[src/rtl/fetch_issue.sv]
// Instruction fetch and issue sequencer: owns the PC, fetches words over imem req/ack,
// offers them to decode over valid/ready, and stalls on control flow until execute resolves it.
module fetch_issue #(
    parameter int unsigned          PC_WIDTH = 32,
    parameter logic [PC_WIDTH-1:0]  RESET_PC = '0,
    parameter int unsigned          PC_STEP  = 4
) (
    input  logic                clk,
    input  logic                rst_n,

    output logic                imem_req,
    output logic [PC_WIDTH-1:0] imem_addr,
    input  logic                imem_ack,
    input  logic [31:0]         imem_rdata,

    output logic                id_valid,
    input  logic                id_ready,
    output logic [31:0]         id_instr,
    output logic [5:0]          id_op,
    output logic [PC_WIDTH-1:0] id_pc,

    input  logic                br_resolve,
    input  logic                br_taken,
    input  logic [PC_WIDTH-1:0] br_target,

    output logic                illegal,
    output logic [31:0]         issue_count
);

    localparam logic [PC_WIDTH-1:0] PC_INC = PC_WIDTH'(PC_STEP);

    localparam logic [5:0] OP_ADD      = 6'd0;
    localparam logic [5:0] OP_SUB      = 6'd1;
    localparam logic [5:0] OP_MUL      = 6'd2;
    localparam logic [5:0] OP_AND      = 6'd3;
    localparam logic [5:0] OP_OR       = 6'd4;
    localparam logic [5:0] OP_LBD      = 6'd10;
    localparam logic [5:0] OP_LDW      = 6'd11;
    localparam logic [5:0] OP_STB      = 6'd12;
    localparam logic [5:0] OP_STW      = 6'd13;
    localparam logic [5:0] OP_MOV      = 6'd14;
    localparam logic [5:0] OP_BEQ      = 6'd20;
    localparam logic [5:0] OP_JUMP     = 6'd21;
    localparam logic [5:0] OP_TLBWRITE = 6'd30;
    localparam logic [5:0] OP_IRET     = 6'd31;

    typedef enum logic [1:0] {
        S_FETCH,
        S_ISSUE,
        S_BRWAIT,
        S_HALT
    } state_t;

    state_t              state;
    logic [PC_WIDTH-1:0] pc;
    logic                fetch_legal;
    logic                issue_is_ctrl;

    function automatic logic is_legal(input logic [5:0] op);
        case (op)
            OP_ADD, OP_SUB, OP_MUL, OP_AND, OP_OR,
            OP_LBD, OP_LDW, OP_STB, OP_STW, OP_MOV,
            OP_BEQ, OP_JUMP, OP_IRET, OP_TLBWRITE: is_legal = 1'b1;
            default:                               is_legal = 1'b0;
        endcase
    endfunction

    function automatic logic is_ctrl(input logic [5:0] op);
        case (op)
            OP_BEQ, OP_JUMP, OP_IRET: is_ctrl = 1'b1;
            default:                  is_ctrl = 1'b0;
        endcase
    endfunction

    assign fetch_legal   = is_legal(imem_rdata[31:26]);
    assign issue_is_ctrl = is_ctrl(id_instr[31:26]);

    // Request is gated by rst_n so no fetch is advertised while reset is held.
    assign imem_req  = rst_n && (state == S_FETCH);
    assign imem_addr = pc;
    assign id_op     = id_instr[31:26];

    // NOTE: all state is updated with non-blocking assignments so every branch
    // below reads the pre-edge values of pc, state and id_instr.
    always_ff @(posedge clk) begin
        if (!rst_n) begin
            state       <= S_FETCH;
            pc          <= RESET_PC;
            id_valid    <= 1'b0;
            id_instr    <= '0;
            id_pc       <= '0;
            illegal     <= 1'b0;
            issue_count <= '0;
        end else begin
            case (state)
                S_FETCH: begin
                    if (imem_ack) begin
                        if (fetch_legal) begin
                            id_instr <= imem_rdata;
                            id_pc    <= pc;
                            id_valid <= 1'b1;
                            state    <= S_ISSUE;
                        end else begin
                            illegal  <= 1'b1;
                            state    <= S_HALT;
                        end
                    end
                end

                S_ISSUE: begin
                    if (id_ready) begin
                        id_valid    <= 1'b0;
                        issue_count <= issue_count + 32'd1;
                        if (issue_is_ctrl) begin
                            state <= S_BRWAIT;
                        end else begin
                            pc    <= pc + PC_INC;
                            state <= S_FETCH;
                        end
                    end
                end

                // PC stays at the control-flow instruction until execute decides.
                S_BRWAIT: begin
                    if (br_resolve) begin
                        pc    <= br_taken ? br_target : pc + PC_INC;
                        state <= S_FETCH;
                    end
                end

                S_HALT: begin
                    state <= S_HALT;
                end

                default: begin
                    state <= S_HALT;
                end
            endcase
        end
    end

endmodule

[config.mk]
export PLATFORM = sky130hd
export DESIGN_NAME = fetch_issue
export DESIGN_NICKNAME = d
export VERILOG_FILES = /design/src/rtl/fetch_issue.sv
export SDC_FILE = /design/constraint.sdc
export NUM_CORES = 1
export LEC_CHECK = 0
export BUFFER_PORTS_ARGS = -buffer_cell sky130_fd_sc_hd__buf_2
export CORE_MARGIN = 4
export CORE_UTILIZATION = 54
export DETAILED_ROUTE_END_ITERATION = 10
export PLACE_DENSITY = 0.89
export SLEW_MARGIN = 5
export SYNTH_ARGS = -nofsm -noshare
export SYNTH_HDL_FRONTEND = slang
export SYNTH_SLANG_ARGS = --single-unit
[constraint.sdc]
create_clock -name clk -period 5.9 [get_ports clk]
set_input_delay 0.295 -clock clk [delete_from_list [all_inputs] [get_ports clk]]
set_output_delay 0.295 -clock clk [all_outputs]
set_load 0.01 [all_outputs]
==> results_tabular.tex <==
\begin{tabular}{lr}
\hline
Metric & Value \\
\hline
\multicolumn{2}{l}{\textbf{Synth}} \\
\quad Count of different cell masters after synthesis & 55 \\
\quad Most used flip-flop cell after synthesis & dfxtp\_1 \\
\quad Avg Cell Area, Syn & between 7 and 8 µm² \\
\quad Area of the mapped netlist & between 5000 and 6000 µm² \\
\quad Share of the synthesized area in the top cell type & 0.441 \\
\quad Most frequently used cell type in the post-synthesis netlist & nand2\_1 \\
\quad Async SR Flop Fraction & 0 \\
\quad Cell types with the largest area share after synthesis & dfxtp\_1 (44\%), nand2\_1 (11\%), a21oi\_1 (8.3\%) \\
\quad Warnings, synthesis & 0 \\
\quad Portion of the post-synthesis area used by sequential elements & 0.441 \\
\quad Top cell type by total area after synthesis & dfxtp\_1 \\
\quad Number of enable flip-flop cells after synthesis & 0 \\
\quad Leading post-synthesis cells by instance count & nand2\_1 (170), dfxtp\_1 (132), a21oi\_1 (99) \\
\quad Net Count, Synth & 847 \\
\quad Post-Syn Instances & 769 \\
\quad Register bit total from synthesis & 132 \\
\multicolumn{2}{l}{\textbf{Power}} \\
\quad Maximum vdd drop & 0.000234 V \\
\quad Clock network fraction of total power & 0.392 \\
\quad Switching part of the total power & 0.321 \\
\quad Share of power burned in combinational logic & 0.212 \\
\quad Share of power burned in registers & 0.396 \\
\quad Lkg Pwr & $\sim$3.2 nW \\
\quad Int Power & 1.73 mW \\
\quad Switching power & $\sim$820 µW \\
\quad Total power density per cell area & between 300 and 400 nW/µm² \\
\multicolumn{2}{l}{\textbf{Setup path}} \\
\quad Reg2reg path depth & 9 \\
\quad Source of the worst register-to-register timing path & state[1] \\
\quad Cell-by-cell trace of the critical path & inv\_1 > ha\_1 > inv\_1 > a2111oi\_4 > or3\_1 > buf\_4 > nor3\_1 > a211o\_1 > a311oi\_1 \\
\quad Slowest cell delay on critical path & 380 ps \\
\quad CP max stage cell & a2111oi\_4 \\
\quad Critical-path maximum fanout & 34 \\
\quad Buffers \& Inverters on Critical Path & 3 \\
\quad Startpoint kind of the worst setup timing path & flop \\
\quad Cell occurring most often along the worst timing path & inv\_1 \\
\quad CP delay by family, top & compound AO/OA/AOI/OAI gates \\
\quad Number of cells on the critical path & 9 \\
\quad Class of the most critical setup path & reg -> reg \\
\quad Type of element capturing the critical path & flop \\
\quad Worst path required time & 6330 ps \\
\quad Worst endpoint data arrival time & 2870 ps \\
\quad Crit path from & state[1] \\
\multicolumn{2}{l}{\textbf{CTS}} \\
\quad Clock tree from TritonCTS & yes \\
\quad Quantity of gates resized following cts & 0 \\
\quad Total clock sinks & around 130 \\
\quad Buffers from clock root to sink, at most & 2 \\
\quad Cell at the root of the clock tree & clkbuf\_8 \\
\quad CTS Hold Bufs & 6 \\
\quad Clock insertion delay at the later pin of the skew report & 520 ps \\
\quad Number of H-tree levels & 4 \\
\quad Number of buffers inserted to repair setup after CTS & 0 \\
\quad CTS buffer count & 17 \\
\quad Clock transition at path regs & roughly 60 ps \\
\multicolumn{2}{l}{\textbf{Floorplanning}} \\
\quad Vertical extent of the die & 113 µm \\
\quad Row count & 38 \\
\quad Overall die area & 12900 µm² \\
\quad Core Area & 10800 µm² \\
\quad Top-level port count & 207 \\
\quad Starting Density & 0.553 \\
\quad Die X-Extent & 113 µm \\
\multicolumn{2}{l}{\textbf{Timing}} \\
\quad Final hold vios & 0 \\
\quad Setup slack of the critical path after layout & approximately 3500 ps \\
\quad Final critical-path share of the clock period & 0.414 \\
\quad Crit path time final & around 2400 ps \\
\quad Setup TNS & 0 ps \\
\quad Final clock skew & a little over 8 ps \\
\quad Peak Freq & roughly 0.41 GHz \\
\quad Final-layout worst hold slack & 10.8 ps \\
\quad Number of pins exceeding their max-slew limit in the final report & 0 \\
\quad Least-Margin Pin Slew & roughly 1100 ps \\
\quad RSZ-0062 raised after global routing & false \\
\quad Max-slew headroom at the worst pin & 0.245 \\
\quad Total of endpoints with negative setup slack in the final report & 0 \\
\multicolumn{2}{l}{\textbf{Drt}} \\
\quad Violation count after the first detailed-route iteration & approximately 570 \\
\quad Post-route DRC & 0 \\
\quad Total wire length after detailed routing & 17.1 mm \\
\quad DR vias/cell & roughly 5.6 \\
\quad Number of optimization iterations in the first detailed-route pass & 6 \\
\quad Remaining antenna violation count after routing & 0 \\
\quad Vias after detailed routing & 6145 \\
\quad Detailed-route wire length per cell & $\sim$16 µm \\
\multicolumn{2}{l}{\textbf{Worst hold path}} \\
\quad Min-Delay Path Depth & 3 \\
\quad Worst hold start & imem\_rdata[16] \\
\quad Hold crit path type & in -> reg \\
\multicolumn{2}{l}{\textbf{Global routing}} \\
\quad Number of global-route vias before repair & 5505 \\
\quad Wire length of the first global-routing pass & 27.2 mm \\
\quad Number of antenna violations at the first check in global routing & 1 \\
\quad Global route overflow & 0 \\
\quad Total Routing Usage GR & 0.260 \\
\quad Maximum number of pins on one net before global-route repair & 86 \\
\multicolumn{2}{l}{\textbf{Final layout}} \\
\quad Nets & around 1000 \\
\quad Relative area change from synthesis to final layout & 27.0\% \\
\quad Storage cell area & $\sim$2600 µm² \\
\quad Area occupied by multi-input gates & between 3000 and 4000 µm² \\
\quad Filler cell count & 906 \\
\quad Proportion of layout cells with a drive suffix above 1 & 0.272 \\
\multicolumn{2}{l}{\textbf{Flow run}} \\
\quad Max-capacitance violation count & 0 \\
\multicolumn{2}{l}{\textbf{Place}} \\
\quad Number of buffer cells added on primary ports & 206 \\
\quad Last weighted congestion value of the routability-driven placer & 0.867 \\
\quad Worst slack, placed & 3450 ps \\
\quad Detailed Place HPWL & 11.5 mm \\
\multicolumn{2}{l}{\textbf{Status}} \\
\quad Outcome & complete, no violations \\
\hline
\end{tabular}
-- worst min-delay path, stage by stage --
cell and delay, ps:
buf_2 100, nand2_1 50, a21oi_1 50
-- power groups by stage --
stage               Clock (mW)  Combinational [mW]  Sequential (mW)
CTS                       1.00               0.533             1.01
finish                   0.996               0.538             1.01
floorplan                    0               0.360             1.03
detailed placement           0               0.526             1.02
global route              1.05               0.594             1.02
global placement             0               0.516             1.02
-- cell families after synthesis --
group | count (synthesis) | synth area share
AOI/OAI and AO/OA | 167 | 0.166
xor gates and xnor gates | 30 | 0.0438
adders and majority gates | 9 | 0.0184
buffers and inverters | 67 | 0.0503
DFF | 132 | 0.441
muxes | 1 | 0.00167
and+or+nand+nor | 363 | 0.279
-- state kept, by name, indices dropped and copies added, names as in the netlist --
| name | cells |
|---|---|
| id_pc | 32 |
| id_valid | 1 |
| id_instr | 32 |
| state | 2 |
| imem_addr | 32 |
| illegal | 1 |
| issue_count | 32 |
-- cells in the final DEF (no fill, tap or decap), drive strengths merged, types with 7 or more instances in the layout --
master  count
clkinv      8
nand4      19
nor2       70
ha          8
dfxtp     132
xnor2      15
inv        12
and3       12
buf       211
a21oi      99
o21ai      20
nor3       16
nand3      35
xor2       15
and2        8
nor4        7
nand2     170
a31oi      10
clkbuf     19
-- layer usage --
layer	track usage	up-vias	wire length, µm
met2	0.415	248	8170
li1	-	3011	-
met5	0	-	0
met3	0.0545	33	1260
met4	0.110	0	397
met1	0.341	2853	7330
-- path summary, 6_finish.rpt --
check / endpoint / slack [ps]
hold reg to reg: id_instr[21] / 450
hold / removal: id_instr[16] / 10
setup reg to reg: imem_addr[26] / 3460
setup / recovery: imem_addr[26] / 3460
-- cell type report --
| class | instances | share of cell area |
|---|---|---|
| antenna | 1 | 0.000329 |
| multi-input combinational | 570 | 0.402 |
| clock inverter | 13 | 0.0179 |
| clock buffer | 19 | 0.0554 |
| sequential | 132 | 0.347 |
| tap | 140 | 0.0230 |
| timing repair buffer | 217 | 0.148 |
| inverter | 13 | 0.00657 |
-- metrics by stage --
stage                     utilization  std cells  cell area [µm²]  power, mW
after detailed placement        0.645       1066             6990       1.55
after global placement          0.645       1066             6990       1.54
after floorplan                     -        769             5990       1.39
after global routing            0.702       1105             7610       2.66
final                           0.702       1105             7610       2.54
after CTS                       0.702       1104             7610       2.54
Note: power is estimated with default switching activity, not from simulation.
